### src/rtl/controller_pkg.sv
// Shared definitions for the controller ROM1 port: loader state encoding and
// the byte-lane to data-bit mapping that the CPU bus mux also uses.
package controller_pkg;

  localparam logic [2:0] ST_IDLE    = 3'd0;
  localparam logic [2:0] ST_COLLECT = 3'd1;
  localparam logic [2:0] ST_WRITE   = 3'd2;
  localparam logic [2:0] ST_FULL    = 3'd3;
  localparam logic [2:0] ST_DONE    = 3'd4;

  localparam int LANE_BITS = 8;
  localparam int LANES     = 4;

  // Lane k occupies d[31-8k -: 8]; this returns the low bit of that range.
  function automatic logic [4:0] lane_lsb(input logic [1:0] k);
    return 5'd24 - {k, 3'b000};
  endfunction

endpackage

### src/rtl/controller_rom1_loader.sv
// Packs a host byte stream big-endian into 32-bit words and writes them into the
// ROM1 byte-lane RAM, yielding the port whenever the controller CPU owns it.
module controller_rom1_loader
  import controller_pkg::*;
#(
  parameter int ADDR_WIDTH = 15
) (
  input  logic                  clk,
  input  logic                  reset_n,
  input  logic                  start,
  input  logic [ADDR_WIDTH-1:0] base_addr,
  input  logic                  byte_valid,
  input  logic [7:0]            byte_data,
  input  logic                  byte_last,
  output logic                  byte_ready,
  input  logic                  cpu_busy,
  output logic                  we,
  output logic [3:0]            bytesel,
  output logic [ADDR_WIDTH-1:0] addr,
  output logic [31:0]           d,
  output logic                  busy,
  output logic                  done,
  output logic                  overflow
);

  logic [2:0]            state_reg;
  logic [1:0]            lane_reg;
  logic                  last_reg;
  logic [ADDR_WIDTH-1:0] addr_reg;
  logic [31:0]           word_reg;
  logic [3:0]            sel_reg;
  logic                  overflow_reg;
  logic                  accept;

  assign byte_ready = (state_reg == ST_COLLECT) || (state_reg == ST_FULL);
  assign accept     = byte_valid && byte_ready;
  assign we         = (state_reg == ST_WRITE) && !cpu_busy;
  assign busy       = (state_reg == ST_COLLECT) || (state_reg == ST_WRITE) ||
                      (state_reg == ST_FULL);
  assign done       = (state_reg == ST_DONE);
  assign addr       = addr_reg;
  assign overflow   = overflow_reg;

  // Zero data/lanes outside a write so the RAM side can OR this with the CPU bus.
  assign d       = we ? word_reg : 32'd0;
  assign bytesel = we ? sel_reg : 4'd0;

  always_ff @(posedge clk or negedge reset_n) begin
    if (!reset_n) begin
      state_reg    <= ST_IDLE;
      lane_reg     <= 2'd0;
      last_reg     <= 1'b0;
      addr_reg     <= '0;
      word_reg     <= 32'd0;
      sel_reg      <= 4'd0;
      overflow_reg <= 1'b0;
    end else begin
      case (state_reg)
        ST_IDLE: begin
          if (start) begin
            state_reg    <= ST_COLLECT;
            addr_reg     <= base_addr;
            lane_reg     <= 2'd0;
            last_reg     <= 1'b0;
            word_reg     <= 32'd0;
            sel_reg      <= 4'd0;
            overflow_reg <= 1'b0;
          end
        end
        ST_COLLECT: begin
          if (accept) begin
            word_reg[lane_lsb(lane_reg) +: LANE_BITS] <= byte_data;
            sel_reg[lane_reg] <= 1'b1;
            lane_reg          <= lane_reg + 2'd1;
            if (lane_reg == 2'd3 || byte_last) begin
              state_reg <= ST_WRITE;
              last_reg  <= byte_last;
            end
          end
        end
        ST_WRITE: begin
          if (!cpu_busy) begin
            word_reg <= 32'd0;
            sel_reg  <= 4'd0;
            lane_reg <= 2'd0;
            if (last_reg) begin
              state_reg <= ST_DONE;
            end else if (&addr_reg) begin
              // Top word written: no wrap, swallow the rest of the stream.
              state_reg <= ST_FULL;
            end else begin
              addr_reg  <= addr_reg + 1'b1;
              state_reg <= ST_COLLECT;
            end
          end
        end
        ST_FULL: begin
          if (accept) begin
            overflow_reg <= 1'b1;
            if (byte_last) state_reg <= ST_DONE;
          end
        end
        ST_DONE: begin
          state_reg <= ST_IDLE;
        end
        default: begin
          state_reg <= ST_IDLE;
        end
      endcase
    end
  end

endmodule

### config.mk
export PLATFORM = sky130hd
export DESIGN_NAME = controller_rom1_loader
export DESIGN_NICKNAME = d
export VERILOG_FILES = /design/src/rtl/controller_pkg.sv /design/src/rtl/controller_rom1_loader.sv
export SDC_FILE = /design/constraint.sdc
export NUM_CORES = 1
export LEC_CHECK = 0
export BUFFER_PORTS_ARGS = -buffer_cell sky130_fd_sc_hd__buf_4
export CAP_MARGIN = 20
export CORE_AREA = 2 2 68 103
export DETAILED_ROUTE_END_ITERATION = 8
export DIE_AREA = 0 0 70 105
export HOLD_SLACK_MARGIN = 0.05
export PLACE_DENSITY_LB_ADDON = 0.12
export SYNTH_ARGS = -nofsm -noshare
export SYNTH_HDL_FRONTEND = slang
export SYNTH_SLANG_ARGS = --single-unit
### constraint.sdc
create_clock -name clk -period 2.8 [get_ports clk]
set_input_delay 0.14 -clock clk [delete_from_list [all_inputs] [get_ports clk]]
set_output_delay 0.14 -clock clk [all_outputs]
set_load 0.05 [all_outputs]
# Yosys cells after proc, flatten, opt, wreduce, memory -nomap -nowiden
# Index checks and enable logic that the tools add are counted.
totals:
  regBits: 58
  input_bits: 29
  out_inout_bits: 56
  word_cells: 85
classes:
  addsub: 4
  n_lt_le_gt_ge: 2
  eq_ne: 13
  shifts: 2
  muxes: 37
  n_bitwise: 1
  reduce_logical: 19
op_table:
  columns: ["cell", "count"]
  rows:
  - ["$mux W32", 4]
  - ["$pmux W32 S3", 1]
  - ["$mux W15", 4]
  - ["$bwmux W32", 1]
  - ["$shift A8 B7 Y32 const A", 1]
  - ["$shiftx A8 B7 Y32", 1]
  - ["$pmux W15 S2", 1]
  - ["$mux W3", 7]
  - ["$mux W4", 4]
  - ["$add A15 B1 Y15 const B", 1]
  - ["$reduce_and A15 Y1", 1]
  - ["$ne A2 B2 Y1 const B", 7]
  - ["$pmux W3 S4", 1]
  - ["$pmux W4 S3", 1]
  - ["$mux W2", 4]
  - ["$reduce_and A4 Y1", 2]
  - ["$neg A5 Y7", 1]
  - ["$eq A3 B2 Y1 const B", 2]
  - ["$pmux W2 S3", 1]
  - ["$reduce_and A6 Y1", 1]
  - ["$reduce_bool A2 Y1", 3]
  - ["$mux W1", 5]
  - ["$reduce_and A5 Y1", 1]
  - ["$sub A5 B5 Y5 const A", 1]
  - ["16 further kinds", 22]

# Depth between registers and ports, before layout
logic_depth:
  depth_word: 7
  mapped_depth: 8
  mapped_depth_nobuf: 6

# Worst setup path after synthesis
# OpenSTA, ideal clock, no wires.
synth_timing:
  path_type: "register -> output"
  from: "reg state_reg[0]"
  to: "out bytesel[0]"
  arrival_time_ps: 2018
  t_required_ps: 2660
  setup_slack_ps: 642
  path_stages_with_launch: 7
  path_buffers: 2
  path_cell_list: "dfrtp_1 -> buf_6 -> nor2_2 -> nand2_1 -> nor2_1 -> buf_2 -> and2_1"
synth_between:
  elab_chain_len: 3
synth_rtl:
  columns: ["element", "line_no", "rtl"]
  rows:
  - ["start: declaration", "controller_rom1_loader.sv:26", "logic [2:0] state_reg;"]
  - ["start signal: assignment", "controller_rom1_loader.sv:50", "state_reg <= ST_IDLE;"]
  - ["start signal: assignment", "controller_rom1_loader.sv:61", "state_reg <= ST_COLLECT;"]
  - ["start signal: assignment", "controller_rom1_loader.sv:76", "state_reg <= ST_WRITE;"]
  - ["$eq A3 B2 Y1", "controller_rom1_loader.sv:37", "assign we = (state_reg == ST_WRITE) && !cpu_busy;"]
  - ["$logic_and A1 B1 Y1", "controller_rom1_loader.sv:37", null]
  - ["named net we", "controller_rom1_loader.sv:17", "output logic we,"]
  - ["$mux W4", "controller_rom1_loader.sv:46", "assign bytesel = we ? sel_reg : 4'd0;"]
  - ["end: declaration", "controller_rom1_loader.sv:18", "output logic [3:0] bytesel,"]
# The timed path passes the listed nets, and every way through them passes these cells.

# Final worst setup path
layout_timing:
  from: "reg state_reg[0]"
  to: "out d[2]"
layout_between:
  elab_chain_len: 3
layout_rtl:
  columns: ["element", "line_no", "rtl"]
  rows:
  - ["$eq A3 B2 Y1", "controller_rom1_loader.sv:37", null]
  - ["$logic_and A1 B1 Y1", "controller_rom1_loader.sv:37", null]
  - ["$mux W32", "controller_rom1_loader.sv:45", "assign d = we ? word_reg : 32'd0;"]
  - ["end: declaration", "controller_rom1_loader.sv:20", "output logic [31:0] d,"]
# Every way passes these cells.

==> run summary <==
========================================================================================================
Hold Violations, Final                                                                                 0
Number of filler cells placed in the layout                                                          584
Slew margin rel.                                                                                   49.8%
Full die area                                                                                  7350 um^2
Area share of the largest cell type after synthesis                                                45.9%
Mean instance size in the synthesized netlist                                                  9.13 um^2
Endpoint kind of the worst setup timing path                                                primary output
Fraction of final layout cells with drive strength greater than 1                                  27.3%
Largest net degree at the start of global routing                                                     59
Clock sink count                                                                                      58
Number of global-route vias before repair                                                           2720
Total leakage power                                                                              1.87 nW
Area grow syn2layout                                                                               26.9%
Number of register bits inferred by synthesis                                                         58
DP Area                                                                                        3810 um^2
Post-synthesis instance total                                                                        346
Maximum count of clock buffers along a single path                                                     2
Worst-margin pin slew                                                                             754 ps
# resized after CTS                                                                                    0
Status                                                                                      finished clean
FP Rows                                                                                               36
Number of diodes                                                                                       0
Cells taking the most area after synthesis                                                  sky130_fd_sc_hd__dfrtp_1, sky130_fd_sc_hd__and2_1, sky130_fd_sc_hd__nand2_1
Chip width                                                                                         70 um
Buffer and inverter count on the worst path                                                            2
Count leader, synth                                                                         sky130_fd_sc_hd__nand2_1
Via density per instance                                                                            5.47
Number of nets in the finished design                                                                465
Cell breakdown of the critical path                                                         nor2_2 > nand2_1 > nor2_1 > buf_4 > and2_1 > buf_4
CTS hold repair buffers                                                                                1
Uppermost layer routed                                                                              met4
Number of levels the H-tree was split into                                                             3
Startpoint types                                                                                register
Least setup slack across all paths after layout                                                   373 ps
Worst VDD drop                                                                                  0.883 mV
Post-CTS clock slew at the launch and capture registers of the worst setup and hold paths          70 ps
Power density over the cells                                                                1060 nW/um^2
Met3 Wirelength                                                                                   375 um
Antenna Nets Post-Route                                                                                0
First-pass GRT wire length                                                                      13300 um
Category of the critical setup timing path                                                  register to primary output
GRT Overall Usage                                                                                  22.4%
Ports                                                                                                 85
Cell area after synthesis                                                                      3160 um^2
Most frequent cells after synthesis                                                         sky130_fd_sc_hd__nand2_1, sky130_fd_sc_hd__dfrtp_1, sky130_fd_sc_hd__and2_1, sky130_fd_sc_hd__a21oi_1, sky130_fd_sc_hd__nor2_1
TritonCTS Buffers                                                                                      9
Wire length reported by the detailed router                                                      7880 um
Cell mode on critical path                                                                  sky130_fd_sc_hd__buf_4
Met2 wirelength from detailed routing                                                            4240 um
Worst min path class                                                                        input pin to register
Synthesized netlist net count                                                                        383
Layout Skew                                                                                      4.78 ps
Setup TNS                                                                                           0 ps
Worst slack at placement                                                                          691 ps
Initial cell density of the core                                                                   49.4%
Pre-Repair DR Iteration Count                                                                          4
Die height                                                                                        105 um
CTS tree                                                                                           built
Routed WL per cell                                                                               15.5 um
Cell type contributing the most total cell area after synthesis                             sky130_fd_sc_hd__dfrtp_1
Port-buffer cells                                                                                     84
Critical path arrival                                                                            2290 ps
Core Region                                                                                    6400 um^2
Number of failing setup endpoints in the final timing report                                           0
Yosys cell types                                                                                      49
Fmax achieved                                                                                    412 MHz
Non-Filler Cell Area, Final                                                                    4010 um^2
Tot Pwr                                                                                        0.00423 W
Final worst path period need                                                                     2430 ps
Final count of pins violating max slew                                                                 0
Number of antenna violations at the first check in global routing                                      0
Unrepaired setup endpoints after global routing                                                    false
GR Overflow Total                                                                                      0
Final GP Congestion                                                                                0.795
Number of DRC markers after the initial detailed-route iteration                                     227
Total vias in the final route                                                                       2785
Proportion of synthesized flip-flops having asynchronous set or reset                               100%
Count of flip-flops with a built-in enable after synthesis                                             0
Period utilization                                                                                 86.7%
Yosys warning count                                                                                    0
Slowest stage cell on the critical path                                                     sky130_fd_sc_hd__dfrtp_1
Detailed-route DRC error count                                                                         0
CP delay by family, top                                                                     simple AND/OR/NAND/NOR gates
Multi-input gate area                                                                          1590 um^2
Max Cap Violations                                                                                     0
Part of the Yosys area used for sequential elements                                                45.9%
Data required time of the worst path                                                             2660 ps
Post-detail-place hpwl                                                                           5730 um
Sequential cell area in the final layout                                                       1450 um^2
Met1 Routed Length                                                                               3150 um
Cell at the root of the clock tree                                                          sky130_fd_sc_hd__clkbuf_8
Worst stage delay on the critical path                                                            520 ps
Clk_lat worst skew                                                                                330 ps
Predominant post-synthesis flop cell                                                        sky130_fd_sc_hd__dfrtp_1
Highest fanout seen on the critical path                                                              37
Number of buffers added for setup after CTS                                                            0
Number of flip-flops under the largest register name                                                  32
========================================================================================================
-- area by class of cell --
class	count	area share [%]
Multi-Input combinational cell	265	39.7
Sequential cell	58	36.2
Timing Repair Buffer	88	16.5
Clock buffer	10	3.18
Tap cell	76	2.37
Clock inverter	6	1.44
Inverter	6	0.562
-- where the power goes --
| group | total, W | leakage [nW] | switching, W | internal [W] |
|---|---|---|---|---|
| logic | 0.00214 | 1.02 | 0.00147 | 0.000675 |
| clock network | 0.000741 | 0.0958 | 0.000337 | 0.000405 |
| registers | 0.00135 | 0.758 | 0.000277 | 0.00107 |
| total | 0.00423 | 1.87 | 0.00208 | 0.00215 |
-- path summary, 6_finish.rpt --
check	startpoint	to	slack [ps]	cells past startpoint
setup / recovery	state_reg[0]$_DFFE_PN0P_	d[2]	370	6
hold / removal	base_addr[1]	addr[1]$_DFFE_PN0P_	70	3
setup reg to reg	state_reg[0]$_DFFE_PN0P_	word_reg[12]$_DFFE_PN0P_	640	5
hold reg to reg	word_reg[2]$_DFFE_PN0P_	word_reg[2]$_DFFE_PN0P_	480	2
max in group asynchronous	reset_n	addr[3]$_DFFE_PN0P_	1880	2
min in group asynchronous	reset_n	word_reg[27]$_DFFE_PN0P_	410	2
-- cell families (layout without fill, tap and decap cells) --
group / after synthesis / count (layout) / synth area share [%]
simple gates: 156 / 156 / 25.5
compound gates: 100 / 100 / 21.3
flops: 58 / 58 / 45.9
buf+inv: 23 / 110 / 3.72
fa+ha+maj: 8 / 8 / 3.17
mux: 1 / 1 / 0.317
-- metrics by stage --
step / utilization, % / cells / hold slack [ps]
5_1_grt: 62.7 / 509 / 72.7
3_3_place_gp: 59.6 / 492 / 250
2_1_floorplan: - / 346 / -156
3_5_place_dp: 59.6 / 492 / 256
4_1_cts: 62.7 / 509 / 62.3
6_report: 62.7 / 509 / 65.5
-- layout by cell type, fill, tap and decap left out, types with 2 or more instances in the layout --
cell type,Yosys,routed
sky130_fd_sc_hd__o31ai_1,2,2
sky130_fd_sc_hd__clkinv_2,0,4
sky130_fd_sc_hd__nand4_1,7,7
sky130_fd_sc_hd__nand2b_1,2,2
sky130_fd_sc_hd__o21ai_0,16,16
sky130_fd_sc_hd__a22o_1,16,16
sky130_fd_sc_hd__o22ai_1,5,5
sky130_fd_sc_hd__nor2b_1,3,3
sky130_fd_sc_hd__nor3_1,4,4
sky130_fd_sc_hd__a21oi_1,29,29
sky130_fd_sc_hd__nor3_2,3,3
sky130_fd_sc_hd__ha_1,8,8
sky130_fd_sc_hd__clkbuf_8,0,9
sky130_fd_sc_hd__nand3_1,7,7
sky130_fd_sc_hd__and3_1,5,5
sky130_fd_sc_hd__and2_1,39,39
sky130_fd_sc_hd__a211oi_1,3,3
sky130_fd_sc_hd__buf_4,3,87
sky130_fd_sc_hd__o21ai_2,4,4
sky130_fd_sc_hd__nand2_1,60,60
sky130_fd_sc_hd__o21ai_1,11,11
sky130_fd_sc_hd__dfrtp_1,58,58
sky130_fd_sc_hd__a2bb2oi_1,2,2
sky130_fd_sc_hd__inv_1,5,5
sky130_fd_sc_hd__nor2_1,17,17
-- metal layers --
metal / vias to the layer above / global-route usage, %
li1: 1377 / -
met1: 1305 / 27.2
met5: - / 0
met2: 93 / 39.9
met4: 0 / 8.10
met3: 10 / 3.38
-- tightest hold or removal path: stages --
cell and delay [ps]:
sky130_fd_sc_hd__buf_4 110, sky130_fd_sc_hd__nand2_1 40, sky130_fd_sc_hd__a31oi_1 70
No activity file was read; power rests on OpenSTA's default activity.
